<file path="config.mk">
export PLATFORM = sky130hd
export DESIGN_NAME = fp32_accumulator
export DESIGN_NICKNAME = d
export VERILOG_FILES = /design/src/rtl/fp32_pkg.sv /design/src/rtl/fp32_lzc28.sv /design/src/rtl/fp32_accumulator.sv
export SDC_FILE = /design/constraint.sdc
export NUM_CORES = 1
export LEC_CHECK = 0
export CAP_MARGIN = 20
export CORE_ASPECT_RATIO = 0.6
export CORE_MARGIN = 5
export CORE_UTILIZATION = 55
export DETAILED_ROUTE_END_ITERATION = 6
export PLACE_DENSITY = 0.74
export SYNTH_ARGS = -nofsm -noshare
export SYNTH_HDL_FRONTEND = slang
export SYNTH_SLANG_ARGS = --single-unit
</file>
<file path="constraint.sdc">
create_clock -name clk -period 20.2 [get_ports clk]
set_input_delay 4.04 -clock clk [delete_from_list [all_inputs] [get_ports clk]]
set_output_delay 4.04 -clock clk [all_outputs]
set_load 0.01 [all_outputs]
</file>
<file path="src/rtl/fp32_pkg.sv">
// rtl/fp32_pkg.sv - FP32 field widths, constants, accumulator FSM encoding and pack/unpack helpers.
package fp32_pkg;

  localparam int EXP_W = 8;
  localparam int MAN_W = 23;
  localparam int BIAS  = 127;

  localparam logic [31:0] QNAN = 32'h7FC00000;
  localparam logic [31:0] ZERO = 32'h00000000;

  typedef enum logic [2:0] {
    ST_IDLE,
    ST_ALIGN,
    ST_ADD,
    ST_NORM,
    ST_OUT
  } state_t;

  typedef struct packed {
    logic             sign;
    logic [EXP_W-1:0] exp;
    logic [MAN_W-1:0] man;
  } fp32_t;

  function automatic fp32_t fp32_unpack(input logic [31:0] v);
    return fp32_t'(v);
  endfunction

  function automatic logic [31:0] fp32_pack(input logic s, input logic [EXP_W-1:0] e,
                                            input logic [MAN_W-1:0] m);
    return {s, e, m};
  endfunction

endpackage

</file>
<file path="src/rtl/fp32_lzc28.sv">
// rtl/fp32_lzc28.sv - combinational 28-bit leading-zero counter (all-zero input gives 28).
module fp32_lzc28 (
  input  logic [27:0] value,
  output logic [4:0]  count
);

  // Scanning upward lets the highest set bit win the final assignment.
  always_comb begin
    count = 5'd28;
    for (int i = 0; i < 28; i++) begin
      if (value[i]) count = 5'(27 - i);
    end
  end

endmodule

</file>
<file path="src/rtl/fp32_accumulator.sv">
// rtl/fp32_accumulator.sv - multi-cycle FP32 running-sum accumulator; FP32_ACC_RNE_EN enables RNE rounding.
module fp32_accumulator
  import fp32_pkg::*;
#(
  parameter int          ADD_CYCLES = 3,
  parameter logic [31:0] ACC_INIT   = 32'h00000000
) (
  input  logic        clk,
  input  logic        rst_n,
  input  logic        in_valid,
  output logic        in_ready,
  input  logic [31:0] in_data,
  input  logic        in_last,
  output logic        out_valid,
  input  logic        out_ready,
  output logic [31:0] out_data,
  output logic        busy
);

  generate
    if (ADD_CYCLES != 3) begin : g_bad_add_cycles
      $error("fp32_accumulator: ADD_CYCLES must be 3");
    end
  endgenerate

  state_t      state_q, state_d;
  logic [31:0] op_q, op_d, acc_q, acc_d, spec_val_q, spec_val_d;
  logic        last_q, last_d, sign_q, sign_d, sub_q, sub_d, spec_q, spec_d;
  logic [7:0]  exp_q, exp_d;
  logic [26:0] big_q, big_d, small_q, small_d;
  logic [27:0] sum_q, sum_d;

  fp32_t       a, b, big, sml;
  logic [30:0] a_mag, b_mag;
  logic [23:0] big_sig, sml_sig;
  logic [7:0]  diff;
  logic [26:0] ext, shifted, mask, small_al;
  logic        sticky, a_nan, b_nan, a_inf, b_inf;
  logic [31:0] special_val;

  always_comb begin
    a       = fp32_unpack(acc_q);
    b       = fp32_unpack(op_q);
    // Subnormals collapse to zero before the magnitude compare.
    a_mag   = (a.exp == 8'd0) ? 31'd0 : {a.exp, a.man};
    b_mag   = (b.exp == 8'd0) ? 31'd0 : {b.exp, b.man};
    big     = (b_mag > a_mag) ? b : a;
    sml     = (b_mag > a_mag) ? a : b;
    big_sig = (big.exp == 8'd0) ? 24'd0 : {1'b1, big.man};
    sml_sig = (sml.exp == 8'd0) ? 24'd0 : {1'b1, sml.man};
    diff    = big.exp - sml.exp;
    ext     = {sml_sig, 3'b000};
    shifted = 27'd0;
    mask    = 27'd0;
    sticky  = 1'b0;
    if (diff >= 8'd27) begin
      sticky = |sml_sig;
    end else begin
      shifted = ext >> diff;
      mask    = (27'd1 << diff) - 27'd1;
      sticky  = |(ext & mask);
    end
    small_al = {shifted[26:1], shifted[0] | sticky};

    a_nan = (a.exp == 8'hFF) && (a.man != 23'd0);
    b_nan = (b.exp == 8'hFF) && (b.man != 23'd0);
    a_inf = (a.exp == 8'hFF) && (a.man == 23'd0);
    b_inf = (b.exp == 8'hFF) && (b.man == 23'd0);
    if (a_nan)                                special_val = acc_q;
    else if (b_nan)                           special_val = op_q;
    else if (a_inf && b_inf && (a.sign != b.sign)) special_val = QNAN;
    else if (a_inf)                           special_val = acc_q;
    else                                      special_val = op_q;
  end

  logic [4:0]  lz, shl;
  logic [27:0] sh;
  logic [26:0] norm;
  logic [9:0]  exp_n, exp_f;
  logic [22:0] man_f;
  logic        ovf, unf, unused_norm;
  logic [31:0] norm_res;
`ifdef FP32_ACC_RNE_EN
  logic        round_up;
  logic [23:0] man_r;
`endif

  fp32_lzc28 u_lzc (
    .value (sum_q),
    .count (lz)
  );

  always_comb begin
    shl = lz - 5'd1;
    sh  = sum_q << shl;
    if (sum_q[27]) begin
      norm  = {sum_q[27:2], sum_q[1] | sum_q[0]};
      exp_n = {2'b00, exp_q} + 10'd1;
    end else begin
      norm  = sh[26:0];
      exp_n = {2'b00, exp_q} - {5'd0, shl};
    end
`ifdef FP32_ACC_RNE_EN
    round_up    = norm[2] & (norm[1] | norm[0] | norm[3]);
    man_r       = {1'b0, norm[25:3]} + {23'd0, round_up};
    man_f       = man_r[22:0];
    exp_f       = exp_n + {9'd0, man_r[23]};
    unused_norm = ^{sh[27], norm[26]};
`else
    man_f       = norm[25:3];
    exp_f       = exp_n;
    unused_norm = ^{sh[27], norm[26], norm[2:0]};
`endif
    // exp_f is two's complement in 10 bits; bit 9 set means it went negative.
    unf = exp_f[9] || (exp_f == 10'd0);
    ovf = !exp_f[9] && (exp_f >= 10'd255);
    if (spec_q)              norm_res = spec_val_q;
    else if (sum_q == 28'd0) norm_res = ZERO;
    else if (unf)            norm_res = {sign_q, 31'd0};
    else if (ovf)            norm_res = {sign_q, 8'hFF, 23'd0};
    else                     norm_res = fp32_pack(sign_q, exp_f[7:0], man_f);
  end

  always_comb begin
    state_d    = state_q;
    op_d       = op_q;
    last_d     = last_q;
    acc_d      = acc_q;
    sign_d     = sign_q;
    exp_d      = exp_q;
    sub_d      = sub_q;
    big_d      = big_q;
    small_d    = small_q;
    sum_d      = sum_q;
    spec_d     = spec_q;
    spec_val_d = spec_val_q;
    unique case (state_q)
      ST_IDLE: begin
        if (in_valid) begin
          op_d    = in_data;
          last_d  = in_last;
          state_d = ST_ALIGN;
        end
      end
      ST_ALIGN: begin
        sign_d     = big.sign;
        exp_d      = big.exp;
        sub_d      = big.sign ^ sml.sign;
        big_d      = {big_sig, 3'b000};
        small_d    = small_al;
        spec_d     = (a.exp == 8'hFF) || (b.exp == 8'hFF);
        spec_val_d = special_val;
        state_d    = ST_ADD;
      end
      ST_ADD: begin
        sum_d   = sub_q ? ({1'b0, big_q} - {1'b0, small_q}) : ({1'b0, big_q} + {1'b0, small_q});
        state_d = ST_NORM;
      end
      ST_NORM: begin
        acc_d   = norm_res;
        state_d = last_q ? ST_OUT : ST_IDLE;
      end
      ST_OUT: begin
        if (out_ready) begin
          acc_d   = ACC_INIT;
          state_d = ST_IDLE;
        end
      end
      default: state_d = ST_IDLE;
    endcase
  end

  always_ff @(posedge clk or negedge rst_n) begin
    if (!rst_n) begin
      state_q    <= ST_IDLE;
      op_q       <= 32'd0;
      last_q     <= 1'b0;
      acc_q      <= ACC_INIT;
      sign_q     <= 1'b0;
      exp_q      <= 8'd0;
      sub_q      <= 1'b0;
      big_q      <= 27'd0;
      small_q    <= 27'd0;
      sum_q      <= 28'd0;
      spec_q     <= 1'b0;
      spec_val_q <= 32'd0;
    end else begin
      state_q    <= state_d;
      op_q       <= op_d;
      last_q     <= last_d;
      acc_q      <= acc_d;
      sign_q     <= sign_d;
      exp_q      <= exp_d;
      sub_q      <= sub_d;
      big_q      <= big_d;
      small_q    <= small_d;
      sum_q      <= sum_d;
      spec_q     <= spec_d;
      spec_val_q <= spec_val_d;
    end
  end

  assign in_ready  = (state_q == ST_IDLE);
  assign out_valid = (state_q == ST_OUT);
  assign busy      = (state_q != ST_IDLE);
  assign out_data  = out_valid ? acc_q : ZERO;

endmodule

</file>
==> impl_results.md, run 1 <==
- Buffers on Ports: 71
- Die Y: 145 um
- Worst min path class: flip-flop to flip-flop
- Hold_buf cts: 0
- Final Cycle Share: ~40%
- Largest net degree at the start of global routing: 113
- Total CTS buffers: 17
- Final Hold Vio Count: 0
- CP delay by family, top: simple AND/OR/NAND/NOR gates
- Post-synthesis cell type count: about 90
- Async set-reset flop share out of synthesis: 100%
- Most used cell, CP: a21oi_1
- H-tree depth: 4
- Post CTS Setup Buffer Count: 0
- Clock tree buffer depth: 2
- Delay of the slowest critical-path stage: slightly above 1000 ps
- Average size of a mapped cell: 8.09 um2
- Final Max Slew Viols: 0
- Most Crowded Layer GR: met1
- WL final: 62500 um
- Initial drt markers: between 2000 and 3000
- Crit-path slowest cell: nor4_1
- CP startpoint kind: flip-flop
- Post-synth EDFFs: 0
- Worst relative slew slack: 23.3%
- Netlist Area Pre-Place: approximately 17000 um2
- Remaining antenna violation count: 0
- Initial Util: 55.8%
- Crit Path Max Fanout: 31
- Worst slew pin tran: between 1000 and 1500 ps
- CTS Root Cell: clkbuf_16
- Share of cells above drive strength 1: 9.49%
- Final setup TNS: 0 ps
- Clk pin slew, worst setup/hold paths: 80 ps
- Prevailing post-synth register cell: dfrtp_1
- Vias per cell: 6.88
- Crit. End Element: flip-flop
- GR Util met1: 53.3%
- Routed length per instance: 25.6 um
- Die area: 34100 um2
- Met3 Use GR: 11.7%
- Worst-Skew Late Latency: 470 ps
- Setup Viol. Count Final: 0
- Rows: 49
- Pre-antenna DRT Iters: 7
- Dpl hpwl: 45700 um
- Final net count: between 2000 and 2500
- Via count: 16800
- YS warnings: 0
- Resized cells post-CTS: 0
- Skew final: ~18 ps
- Final min period: 8170 ps
- Fmax: 122 MHz
- Total gr overflow: 0
- Initial antenna violation count: 1
- Total clock sinks: 190
- Chip width: 235 um
- First-pass GRT wire length: roughly 94000 um
- Crit path arrival time: 8510 ps
- Core Region: roughly 30000 um2
- #FFs+latches synth: 190
- Syn nets: 2194
- Register area share after synthesis: between 20% and 30%
- Drt drc: 0
- Synthesis-to-finish area growth: 8.96%
- Status: finished, final reports clean
- Vias in the first global route: around 15000
- Antenna diodes: 0
- Worst Path Class, Setup: flip-flop to flip-flop
- Buf+Inv Stages, Crit Path: 1
- Grt met2 use: between 40 and 50%
- CTS tree: built
- GRT Util Overall: 35.0%
- Routability cong.: 1.03
- Mapped Cells: 2069
- Max-cap violations: 0
- RSZ-0062 raised after global routing: false
- Required time of the critical path: 20540 ps
- IO Count: 72
final cells by class:
class / instances / area, um2
timing repair buffer: 103 / 995
clock inverter: 14 / 149
clock buffer: 18 / 429
tap: 408 / 510
fill: 2596 / 11700
inverter: 83 / 312
multi-input combinational: 1626 / 11100
sequential: 190 / 4750
worst register-to-register path: stages (launching register included):
cell and delay [ps]:
dfrtp_1 530, nor4_1 410, nand2_1 670, nand2_1 380
ha_1 310, a21oi_1 180, o21ai_0 190, a2111oi_0 490
a31o_2 350, a21oi_2 80, buf_4 290, nor2_1 160
a21oi_1 60, ha_1 250, nor2_1 170, maj3_1 210
a21oi_1 90, maj3_1 370, o211a_1 210, a31oi_1 180
xnor2_1 290, nand2_1 530, nor4_1 1020, o211ai_1 190
nor4_1 340, a21oi_1 100
layer usage:
| metal | vias up | wire length, um |
|---|---|---|
| met4 | 2 | 1950 |
| met2 | 1172 | 24600 |
| met3 | 163 | 8870 |
| li1 | 7400 | - |
| met5 | - | 20 |
| met1 | 8060 | 27000 |
per-stage QoR:
stage          worst slack, ps  cells  hold slack (ps)  area (um2)  util (%)
2_1_floorplan            13650   2069              446       16700         -
3_3_place_gp             12440   2408              464       17600      58.7
3_5_place_dp             12170   2408              473       17600      58.7
4_1_cts                  12100   2440              489       18200      60.6
5_1_grt                  11700   2442              519       18200      60.8
6_report                 12030   2442              485       18200      60.8
cells in the mapped netlist, types with 9 or more instances:
| cell type | instances | area share, % |
|---|---|---|
| o31ai_1 | 13 | 0.58 |
| xnor2_1 | 35 | 1.8 |
| xor2_1 | 9 | 0.47 |
| a21oi_1 | 125 | 3.7 |
| a22oi_1 | 36 | 1.6 |
| a211oi_1 | 13 | 0.58 |
| buf_1 | 15 | 0.34 |
| o211ai_1 | 20 | 0.90 |
| and2_1 | 51 | 1.9 |
| nand2b_1 | 14 | 0.52 |
| nor4_1 | 25 | 0.93 |
| ha_1 | 86 | 6.4 |
| nor2_1 | 162 | 3.6 |
| inv_1 | 78 | 1.7 |
| o22ai_1 | 25 | 0.93 |
| clkbuf_1 | 133 | 3.0 |
| or3_1 | 9 | 0.34 |
| mux2_2 | 45 | 3.0 |
| nand4_1 | 16 | 0.60 |
| nor2b_1 | 13 | 0.49 |
| buf_2 | 19 | 0.57 |
| nand3_1 | 40 | 1.2 |
| o21ai_0 | 179 | 5.4 |
| a21o_1 | 14 | 0.63 |
| mux2i_1 | 130 | 7.8 |
| a31oi_1 | 32 | 1.2 |
| mux4_2 | 25 | 3.4 |
| nand2_1 | 273 | 6.1 |
| o21ai_2 | 21 | 1.1 |
| dfrtp_1 | 190 | 28 |
| nor3_1 | 44 | 1.3 |
path summary, 6_finish.rpt:
path                               startpoint  slack, ps             to  cells after the start
worst max-delay path                    a[27]      12030     small_q[0]                     25
max in group asynchronous               rst_n      15210          a[31]                      3
worst min register to register  spec_val_q[0]        480  spec_val_q[0]                      2
worst min-delay path            spec_val_q[0]        480  spec_val_q[0]                      2
worst max register to register          a[27]      12030     small_q[0]                     25
min in group asynchronous               rst_n       3690      big_q[14]                      1
state kept, by name, indices dropped and copies added, names as in the netlist:
name and cells:
last_q 1, exp_q 8, sub_q 1, a 32
big_q 24, sign_q 1, spec_q 1, small_q 27
spec_val_q 32, state_q 3, b 32, sum_q 28
layout by cell type (no fill, tap or decap), drive strengths merged, types with 36 or more instances in the layout:
cell type        n
clkdlybuf4s50   70
and2            51
nand2          273
inv             86
o21ai          205
a22oi           36
nand3           40
mux2i          130
nor3            44
a21oi          125
ha              86
nor2           164
dfrtp          190
mux2            45
cell families (layout without fill, tap and decap cells):
group / count (synthesis) / count (layout) / synth area share, %
flip-flops: 190 / 190 / 28.4
multiplexers: 200 / 200 / 14.2
AO/OA/AOI/OAI: 598 / 598 / 23.1
adder cells (fa/ha/maj): 93 / 93 / 6.98
XOR/XNOR: 45 / 45 / 2.40
AND/OR/NAND/NOR: 690 / 690 / 19.0
buffers and inverters: 253 / 218 / 5.93
Power of run 1 is not shown: default switching activity piles up to over one toggle a cycle in this logic, so the estimate is an artifact.
==> inputs of run 2 (changes only) <==
Settings changed: PLACE_DENSITY 0.74 to 0.77.
Clock period 20.2 ns to 6.7 ns, I/O delays scaled along.
==> impl_results.md, run 2 (synthesis results as in run 1) <==
- Buffers on Ports: 71 (unchanged)
- DRT met1 WL: 27000 um (about the same)
- Rows: 49 (unchanged)
- Routability cong.: 1.10 (+6.5%)
- Total gr overflow: 0 (unchanged)
- Crit Path Max Fanout: 31 (unchanged)
- Worst min path class: flip-flop to flip-flop
- Filler cell count: 2591 (-0.19%)
- Crit path arrival time: 6710 ps (-1800 ps)
- Final min period: 6370 ps (-1800 ps)
- Initial antenna violation count: 0 (-1)
- H-tree depth: 4 (unchanged)
- Met2 WL post-DR: 24900 um (+1.1%)
- Die area: 34100 um2 (unchanged)
- RSZ-0062 raised after global routing: false
- CP delay by family, top: compound AO/OA/AOI/OAI gates
- Vias in the first global route: 15700 (+1.6%)
- IO Count: 72 (unchanged)
- First-pass GRT wire length: 95700 um (+1.4%)
- Skew final: 15.9 ps (-1.92 ps)
- Remaining antenna violation count: 0 (unchanged)
- Largest net degree at the start of global routing: 84 (-26%)
- Required time of the critical path: 7040 ps (-13500 ps)
- Final Max Slew Viols: 0 (unchanged)
- WL final: 63300 um (+1.3%)
- Reg2reg end: small_q[0]
- Delay of the slowest critical-path stage: 520 ps (-500 ps)
- Clk pin slew, worst setup/hold paths: 80 ps (about the same)
- Fmax: 157 MHz (+28%)
- Share of cells above drive strength 1: 11.0% (+1.5 points)
- Crit Reg-Reg Startpoint: b[28]
- Crit path capture: small_q[0]
- Final Hold Vio Count: 0 (unchanged)
- Status: complete, but fails checks
- Final net count: 2176 (+1.4%)
- Crit-path slowest cell: o21ai_0
- Worst slew pin tran: 1140 ps (+20.3 ps)
- Met3 wire length: 9830 um (+11%)
- Initial drt markers: 2790 (+1.7%)
- Drt drc: 8 (+8)
- Total CTS buffers: 17 (unchanged)
- Initial Util: 55.8% (unchanged)
- CTS Root Cell: clkbuf_16
- Most frequent cells in the layout: nand2_1, dfrtp_1, o21ai_0
- Hold_buf cts: 0 (unchanged)
- Synthesis-to-finish area growth: 10.3%
- Final Cycle Share: 95.1% (+55 points)
- CTS tree: built
- FF-to-FF path depth: 27 (+8.0%)
- Worst-Skew Late Latency: 470 ps (about the same)
- Most used cell, CP: nand2_1
- Core Region: 30000 um2 (unchanged)
- CP startpoint kind: flip-flop
- Via count: 16900 (+0.90%)
- Violated checks: design-rule violations
- GRT Util Overall: 35.5% (+0.47 points)
- Crit. End Element: flip-flop
- Total clock sinks: 190 (unchanged)
- Pre-antenna DRT Iters: 7 (unchanged)
- Commonest non-fill, non-tap cell in the layout: nand2_1
- Max-cap violations: 0 (unchanged)
- Buf+Inv Stages, Crit Path: 4 (+3)
- Chip width: 235 um (unchanged)
- Top sig layer: met4
- Worst setup path startpoint: b[28]
- Final setup TNS: 0 ps (unchanged)
- Setup Viol. Count Final: 0 (unchanged)
- FF-to-FF setup slack: 330 ps (-11700 ps)
- Routed length per instance: 25.6 um (+0.14%)
- Dpl hpwl: 47400 um (+3.7%)
- Die Y: 145 um (unchanged)
- WP depth: 27 (+8.0%)
- Worst Path Class, Setup: flip-flop to flip-flop
- Worst relative slew slack: 23.2% (-0.18 points)
- Antenna diodes: 0 (unchanged)
- Clock tree buffer depth: 2 (unchanged)
- Vias per cell: 6.86 (-0.24%)
[run 2: stage by stage]
stage / cells / cell area [um2] / setup slack (ps) / util [%] / hold slack, ps
floorplan: 2069 / 16700 / 153 / - / 446
global placement: 2439 / 17800 / 615 / 59.5 / 462
detailed placement: 2439 / 17800 / 452 / 59.5 / 469
CTS: 2469 / 18400 / 420 / 61.5 / 487
global route: 2470 / 18500 / 13.7 / 61.6 / 514
finish: 2470 / 18500 / 327 / 61.6 / 487
[run 2: per-layer routing]
layer  vias up  global-route usage, %
met3       134                   15.0
li1       7451                      -
met5         -                      0
met2      1216                   47.6
met1      8147                   52.9
met4         0                   7.91
[run 2: cell type report]
cell class | count | area [um2] | area share (%)
clock buffer | 17 | 425 | 2.30
tap | 408 | 510 | 2.76
sequential | 190 | 4750 | 25.8
clock inverter | 13 | 171 | 0.928
multi-input combinational | 1626 | 11100 | 60.2
inverter | 83 | 312 | 1.69
timing repair buffer | 133 | 1180 | 6.39
[run 2: how the worst min path moves through the flow]
stage               cells past startpoint              to      startpoint
finish                                  2  spec_val_q[20]  spec_val_q[20]
global route                            2  spec_val_q[11]  spec_val_q[11]
CTS                                     2      state_q[2]          last_q
detailed placement                      2      state_q[2]          last_q
global placement                        2   spec_val_q[9]   spec_val_q[9]
floorplan                               2      state_q[2]          last_q
[run 2: repair_timing]
item                       in CTS  in global routing
gates resized for setup         0                  4
buffers inserted                0                  1
setup endpoints to repair       0                 10
[run 2: worst min-delay path, delay by kind of cell (launching register included)]
kind             cells  cell delay [ps]
AO/OA/AOI/OAI        1               60
flip-flops           1              350
AND/OR/NAND/NOR      1               40
Power of run 2 is left out for the same reason.
